### config.mk
export PLATFORM = sky130hd
export DESIGN_NAME = miss_stall_ctrl
export DESIGN_NICKNAME = d
export VERILOG_FILES = /design/src/rtl/miss_stall_ctrl_pkg.sv /design/src/rtl/miss_stall_ctrl_refill_beat_ctr.sv /design/src/rtl/miss_stall_ctrl.sv
export SDC_FILE = /design/constraint.sdc
export NUM_CORES = 1
export LEC_CHECK = 0
export ABC_AREA = 1
export CAP_MARGIN = 20
export CORE_MARGIN = 2
export CORE_UTILIZATION = 39
export DETAILED_ROUTE_END_ITERATION = 8
export GPL_TIMING_DRIVEN = 0
export PLACE_DENSITY = 0.81
export SYNTH_ARGS = -nofsm -noshare
export SYNTH_HDL_FRONTEND = slang
export SYNTH_HIERARCHICAL = 1
export SYNTH_SLANG_ARGS = --single-unit
### constraint.sdc
create_clock -name clk_i -period 1.9 [get_ports clk_i]
set_clock_uncertainty 0.1 [all_clocks]
set_input_delay 0.285 -clock clk_i [delete_from_list [all_inputs] [get_ports clk_i]]
set_output_delay 0.285 -clock clk_i [all_outputs]
set_load 0.05 [all_outputs]
### src/rtl/miss_stall_ctrl_pkg.sv
// ----------------------------------------------------------------------------
// miss_stall_ctrl_pkg
// Shared definitions for the MEM-stage cache-miss sequencer:
//   - state_e              : sequencer state encoding (2 bits)
//   - DEFAULT_WORDS_PER_LINE: default refill beats per cache line
//   - lineOffsetBits()     : number of low address bits that select a byte
//                            within a cache line (byte-in-word + word-in-line)
// ----------------------------------------------------------------------------
package miss_stall_ctrl_pkg;

    localparam int DEFAULT_WORDS_PER_LINE = 4;

    typedef enum logic [1:0] {
        S_IDLE   = 2'd0,
        S_REQ    = 2'd1,
        S_REFILL = 2'd2,
        S_DONE   = 2'd3
    } state_e;

    // Bits to clear from a byte address to get the line-aligned address.
    function automatic int lineOffsetBits(input int wordsPerLine, input int dataW);
        return $clog2(dataW / 8) + $clog2(wordsPerLine);
    endfunction

endpackage

### src/rtl/miss_stall_ctrl_refill_beat_ctr.sv
// ----------------------------------------------------------------------------
// refill_beat_ctr
// Word counter for a cache-line refill. Counts accepted refill beats, wraps to
// zero after the last word of the line and flags when the current count is
// the last word index.
// Ports:
//   clk_i     : rising-edge clock
//   rst_i     : synchronous active-high reset (count -> 0)
//   clear_i   : restart the count at 0 (start of a refill)
//   advance_i : one refill beat accepted this cycle
//   count_o   : current word index
//   last_o    : count_o == WORDS_PER_LINE-1
// ----------------------------------------------------------------------------
module refill_beat_ctr
    import miss_stall_ctrl_pkg::*;
#(
    parameter int WORDS_PER_LINE = DEFAULT_WORDS_PER_LINE,
    parameter int IDX_W          = $clog2(WORDS_PER_LINE)
) (
    input  logic             clk_i,
    input  logic             rst_i,
    input  logic             clear_i,
    input  logic             advance_i,
    output logic [IDX_W-1:0] count_o,
    output logic             last_o
);

    localparam logic [IDX_W-1:0] LAST_IDX = IDX_W'(WORDS_PER_LINE - 1);

    logic [IDX_W-1:0] count_q;
    logic [IDX_W-1:0] count_d;

    // Explicit wrap keeps the intent clear even though the line size is a
    // power of two and the adder would overflow to zero anyway.
    always_comb begin
        count_d = count_q;
        if (clear_i) begin
            count_d = '0;
        end else if (advance_i) begin
            count_d = last_o ? '0 : count_q + IDX_W'(1);
        end
    end

    always_ff @(posedge clk_i) begin
        if (rst_i) begin
            count_q <= '0;
        end else begin
            count_q <= count_d;
        end
    end

    assign count_o = count_q;
    assign last_o  = (count_q == LAST_IDX);

endmodule

### src/rtl/miss_stall_ctrl.sv
// ----------------------------------------------------------------------------
// miss_stall_ctrl
// MEM-stage cache-miss sequencer. On a load/store miss it freezes the
// pipeline registers (pipe_en_o low), requests the line from main memory,
// writes the returned words into the cache data array and then pulses
// line_fill_o for one cycle before releasing the pipeline.
//
// Optional feature (macro MISS_STALL_PERF_EN):
//   stall_cycles_o : saturating count of cycles with pipe_en_o==0 outside reset
//   miss_count_o   : saturating count of IDLE->REQ transitions
//
// Ports:
//   clk_i, rst_i            : clock, synchronous active-high reset
//   mem_access_i            : valid load/store in MEM this cycle
//   cache_hit_i             : combinational tag-compare result
//   access_addr_i           : byte address of the access
//   pipe_en_o               : pipeline register advance enable
//   busy_o                  : sequencer not idle
//   mem_req_o, mem_addr_o   : line refill request and line-aligned address
//   mem_gnt_i               : request accepted
//   mem_rvalid_i, mem_rdata_i : refill word stream
//   refill_we_o, refill_idx_o, refill_data_o : data-array write port
//   line_fill_o             : set valid bit / write tag of the refilled line
// ----------------------------------------------------------------------------
module miss_stall_ctrl
    import miss_stall_ctrl_pkg::*;
#(
    parameter int WORDS_PER_LINE = DEFAULT_WORDS_PER_LINE,
    parameter int IDX_W          = $clog2(WORDS_PER_LINE),
    parameter int ADDR_W         = 32,
    parameter int DATA_W         = 32
) (
    input  logic              clk_i,
    input  logic              rst_i,
    input  logic              mem_access_i,
    input  logic              cache_hit_i,
    input  logic [ADDR_W-1:0] access_addr_i,
    output logic              pipe_en_o,
    output logic              busy_o,
    output logic              mem_req_o,
    output logic [ADDR_W-1:0] mem_addr_o,
    input  logic              mem_gnt_i,
    input  logic              mem_rvalid_i,
    input  logic [DATA_W-1:0] mem_rdata_i,
    output logic              refill_we_o,
    output logic [IDX_W-1:0]  refill_idx_o,
    output logic [DATA_W-1:0] refill_data_o,
    output logic              line_fill_o
`ifdef MISS_STALL_PERF_EN
    ,
    output logic [31:0]       stall_cycles_o,
    output logic [31:0]       miss_count_o
`endif
);

    localparam int OFFSET_W = lineOffsetBits(WORDS_PER_LINE, DATA_W);
    localparam logic [ADDR_W-1:0] LINE_MASK =
        ~((ADDR_W'(1) << OFFSET_W) - ADDR_W'(1));

    state_e            state_q, state_d;
    logic [ADDR_W-1:0] mem_addr_q, mem_addr_d;
    logic              refill_we_q, refill_we_d;
    logic [IDX_W-1:0]  refill_idx_q, refill_idx_d;
    logic [DATA_W-1:0] refill_data_q, refill_data_d;

    logic              miss;
    logic              beatClear;
    logic              beatAdvance;
    logic [IDX_W-1:0]  beatCount;
    logic              beatLast;

    assign miss = mem_access_i & ~cache_hit_i;

    assign beatClear   = (state_q == S_REQ) & mem_gnt_i;
    assign beatAdvance = (state_q == S_REFILL) & mem_rvalid_i;

    refill_beat_ctr #(
        .WORDS_PER_LINE (WORDS_PER_LINE),
        .IDX_W          (IDX_W)
    ) u_beat_ctr (
        .clk_i     (clk_i),
        .rst_i     (rst_i),
        .clear_i   (beatClear),
        .advance_i (beatAdvance),
        .count_o   (beatCount),
        .last_o    (beatLast)
    );

    // Next-state and refill write-port logic. Index/data hold their last
    // value in gap cycles; only the write strobe drops.
    always_comb begin
        state_d       = state_q;
        mem_addr_d    = mem_addr_q;
        refill_we_d   = 1'b0;
        refill_idx_d  = refill_idx_q;
        refill_data_d = refill_data_q;

        case (state_q)
            S_IDLE: begin
                if (miss) begin
                    state_d    = S_REQ;
                    mem_addr_d = access_addr_i & LINE_MASK;
                end
            end
            S_REQ: begin
                if (mem_gnt_i) begin
                    state_d = S_REFILL;
                end
            end
            S_REFILL: begin
                if (mem_rvalid_i) begin
                    refill_we_d   = 1'b1;
                    refill_idx_d  = beatCount;
                    refill_data_d = mem_rdata_i;
                    if (beatLast) begin
                        state_d = S_DONE;
                    end
                end
            end
            S_DONE: begin
                state_d = S_IDLE;
            end
            default: begin
                state_d = S_IDLE;
            end
        endcase
    end

    // Reset abandons any in-flight request or refill; line_fill is derived
    // from the state, so a partially written line is never marked valid.
    always_ff @(posedge clk_i) begin
        if (rst_i) begin
            state_q       <= S_IDLE;
            mem_addr_q    <= '0;
            refill_we_q   <= 1'b0;
            refill_idx_q  <= '0;
            refill_data_q <= '0;
        end else begin
            state_q       <= state_d;
            mem_addr_q    <= mem_addr_d;
            refill_we_q   <= refill_we_d;
            refill_idx_q  <= refill_idx_d;
            refill_data_q <= refill_data_d;
        end
    end

    // pipe_en drops combinationally in the very cycle a miss is seen so the
    // pipeline never slips past the missing access.
    assign pipe_en_o     = (state_q == S_IDLE) & ~miss & ~rst_i;
    assign busy_o        = (state_q != S_IDLE);
    assign mem_req_o     = (state_q == S_REQ);
    assign mem_addr_o    = mem_addr_q;
    assign refill_we_o   = refill_we_q;
    assign refill_idx_o  = refill_idx_q;
    assign refill_data_o = refill_data_q;
    assign line_fill_o   = (state_q == S_DONE);

`ifdef MISS_STALL_PERF_EN
    logic [31:0] stall_cycles_q;
    logic [31:0] miss_count_q;

    // Both counters saturate rather than wrap so long runs stay meaningful.
    always_ff @(posedge clk_i) begin
        if (rst_i) begin
            stall_cycles_q <= '0;
            miss_count_q   <= '0;
        end else begin
            if (!pipe_en_o && (stall_cycles_q != 32'hFFFF_FFFF)) begin
                stall_cycles_q <= stall_cycles_q + 32'd1;
            end
            if ((state_q == S_IDLE) && (state_d == S_REQ) &&
                (miss_count_q != 32'hFFFF_FFFF)) begin
                miss_count_q <= miss_count_q + 32'd1;
            end
        end
    end

    assign stall_cycles_o = stall_cycles_q;
    assign miss_count_o   = miss_count_q;
`endif

endmodule

==> results_dict.tcl <==
set metrics [dict create \
    status "complete, no violations" \
    crit_slowest_cell "clkdlybuf4s50_1" \
    placed_area_um2 4010 \
    gp_congestion 0.8015 \
    cts-htree-levels 3 \
    fp-row-count 29 \
    grt_busiest_layer "met2" \
    start_util 0.4042 \
    synth_edf_count 0 \
    gr-total-overflow 0 \
    die_w_um 85.36 \
    synth_top_cells_by_area "dfxtp_1 (52%), nor2_1 (11%), o21ai_0 (8.7%)" \
    fp.dieH_um 85.36 \
    grtUsageMet3 0.03988 \
    cp_num_buf_inv 1 \
    hp-start "mem_addr_o[8]$_SDFFE_PP0P_" \
    hold_buffers 0 \
    max-slew-margin-rel 0.6292 \
    clkPwrFrac 0.217 \
    insertedDiodeCount 0 \
    die_area_um2 7285 \
    period_share 0.9872 \
    yosysSeqAreaShare 0.5196 \
    crit_path_max_incr_delay_ps 820 \
    wl_per_cell_um 12.95 \
    cp-end-kind "output port" \
    drv_cap 0 \
    drive_gt1_frac 0.09494 \
    peakVddDrop_v 0.0007623 \
    drtIter0Drc 85 \
    setup_viol 0 \
    crit_type "flip-flop to output port" \
    routed_wl_mm 7.138 \
    cts.clk_slew.worst_paths_ps 70 \
    cp_cell_sequence "clkdlybuf4s50_1" \
    drc 0 \
    avgSynthCellArea_um2 7.967 \
    switching_share 0.4096 \
    coreArea_um2 6386 \
    met2_usage 0.3359 \
    antenna_found_initial 0 \
    postRouteAntennaNets 0 \
    nets 546 \
    via_per_inst 4.684 \
    p_seq_frac 0.336 \
    whs_ps 342.3 \
    place_worst_setup_slack_ps -336.9 \
    setup_slack_ps 24.31 \
    rr_startpoint "state_q[0]$_SDFFE_PP0P_" \
    cp_top_family "buffers and inverters" \
    cts.path.max_buffers 2 \
    tritoncts "built" \
    n_fill_cell 566 \
    yosys_most_used_dff "dfxtp_1" \
    track_usage 0.1960 \
    tightest_slew_ps 555.4 \
    ys_async_sr_fraction 0 \
    numCtsBuffers 9 \
    ys_ff_latch 67 \
    grt_pass1_wl_mm 11.41 \
    intPower_w 0.003189 \
    cp-startpoint "mem_addr_o[4]$_SDFFE_PP0P_" \
    netlist_instances 324 \
    synth_area_leader_cell "dfxtp_1" \
    synthesis.area_um2 2581 \
    root_buffer "clkbuf_8" \
    power_density_nw_per_um2 1267 \
    ys_warn_count 6 \
    slew_viol_final 0 \
    synth_common_cells "nor2_1 (76), dfxtp_1 (67), o21ai_0 (45)" \
    clock_latency_ps 330 \
    utilization 0.6675 \
    fin_crit_ps 1876 \
    p_switching_w 0.002212 \
    cts_setup_buffers 0 \
    worst_ep_required_time_ps 1510 \
    cp.arrival_ps 1490 \
    finalHoldViolCount 0 \
    grt_pass1_vias 2500 \
    combPwrFrac 0.447 \
    first_pass_iters 4 \
    synthDistinctLibCells 22 \
    port_buffers 132 \
    p_leak_nw 2.025 \
    yosysMostFrequentCell "nor2_1" \
    synth_top_area_share 0.5196 \
    start_kind "flip-flop" \
    grtUsageMet1 0.2323 \
    via_count 2581 \
    holdCritPathClass "flip-flop to flip-flop" \
    timing.fmax_ghz 0.5331 \
    path_max_fanout 2 \
    dp_hpwl_mm 5.375 \
    numClockSinks 67 \
    area_growth_pct 65.15 \
    ios 141 \
    fin_area_um2 4263 \
    grt_max_degree 14 \
]
power by group through the flow:
stage	Clock, W	Sequential [W]	Combinational, W
6_report	0.00117	0.00182	0.00241
5_1_grt	0.00126	0.00185	0.00257
4_1_cts	0.00119	0.00182	0.00243
3_5_place_dp	0	0.00185	0.00243
3_3_place_gp	0	0.00183	0.00239
2_1_floorplan	0	0.00270	0.000750
final timing paths:
| path | to | slack, ps | cells past startpoint |
|---|---|---|---|
| min | mem_addr_o[8]$_SDFFE_PP0P_ | 340 | 2 |
| max | mem_addr_o[4] | 20 | 1 |
| max reg2reg | u_beat_ctr/count_o[0]$_SDFFE_PP0P_ | 330 | 7 |
| min reg2reg | mem_addr_o[8]$_SDFFE_PP0P_ | 340 | 2 |
kinds of logic after synthesis:
logic type                 Yosys count  synth area share
and+or+nand+nor                     96            0.1464
AOI/OAI and AO/OA                   91            0.1779
adders and majority gates            6           0.02908
other                                1          0.001453
buffers and inverters               63            0.1255
DFF                                 67            0.5196
cell usage in the layout (no fill, tap or decap):
cell type	netlist	layout
ha_2	0	1
nand3_2	1	1
buf_4	4	4
o21ai_1	16	16
o21ai_0	45	45
buf_2	3	3
conb_1	1	4
clkinv_2	1	2
inv_2	0	2
nand2_1	14	14
o21ai_2	1	1
dlygate4sd2_1	0	2
ha_1	6	5
clkbuf_8	0	11
a21oi_1	29	29
clkdlybuf4s15_2	0	2
clkdlybuf4s50_1	0	106
clkbuf_1	3	5
nand3_1	1	1
nand4_1	2	2
inv_4	1	1
clkbuf_2	4	4
dlymetal6s2s_1	0	21
buf_6	8	9
nor2_1	76	75
dfxtp_1	67	67
nand2_2	1	1
inv_1	39	37
nor2_2	1	2
bufinv_16	0	1
metrics by stage:
| stage | total power (W) | TNS, ps | instances |
|---|---|---|---|
| floorplan | 0.003451 | 0 | 327 |
| global placement | 0.004225 | -333.6 | 536 |
| detailed placement | 0.004278 | -361.6 | 536 |
| CTS | 0.005438 | 0 | 551 |
| global route | 0.005680 | -2.166 | 551 |
| finish | 0.005401 | 0 | 551 |
layer usage:
layer,up-vias,part of all wire
met2,90,0.52
met3,19,0.054
li1,1309,-
met5,-,0
met4,0,0.030
met1,1163,0.39
flip-flops by register name, indices dropped and copies added, names as in the netlist:
signal              flops
refill_we_o             1
mem_addr_o             28
state_q                 2
refill_idx_o            2
u_beat_ctr/count_o      2
refill_data_o          32
repair_timing:
action	4_1_cts	5_1_grt
resized for setup	14	26
pin swaps	0	0
hold endpoints to repair	0	0
endpoints found under the setup margin	5	23
area by class of cell:
class / count / area [um^2] / area share
repair buffers: 132 / 1375 / 0.3226
flip-flops and latches: 67 / 1341 / 0.3146
multi-input cells: 197 / 932.1 / 0.2187
plain buffers: 22 / 166.4 / 0.03904
clock buffers: 13 / 158.9 / 0.03728
inverters: 41 / 157.7 / 0.03698
well taps: 77 / 96.34 / 0.02260
clock inverters: 2 / 35.03 / 0.008218
Note: power is estimated with default switching activity, not from simulation.
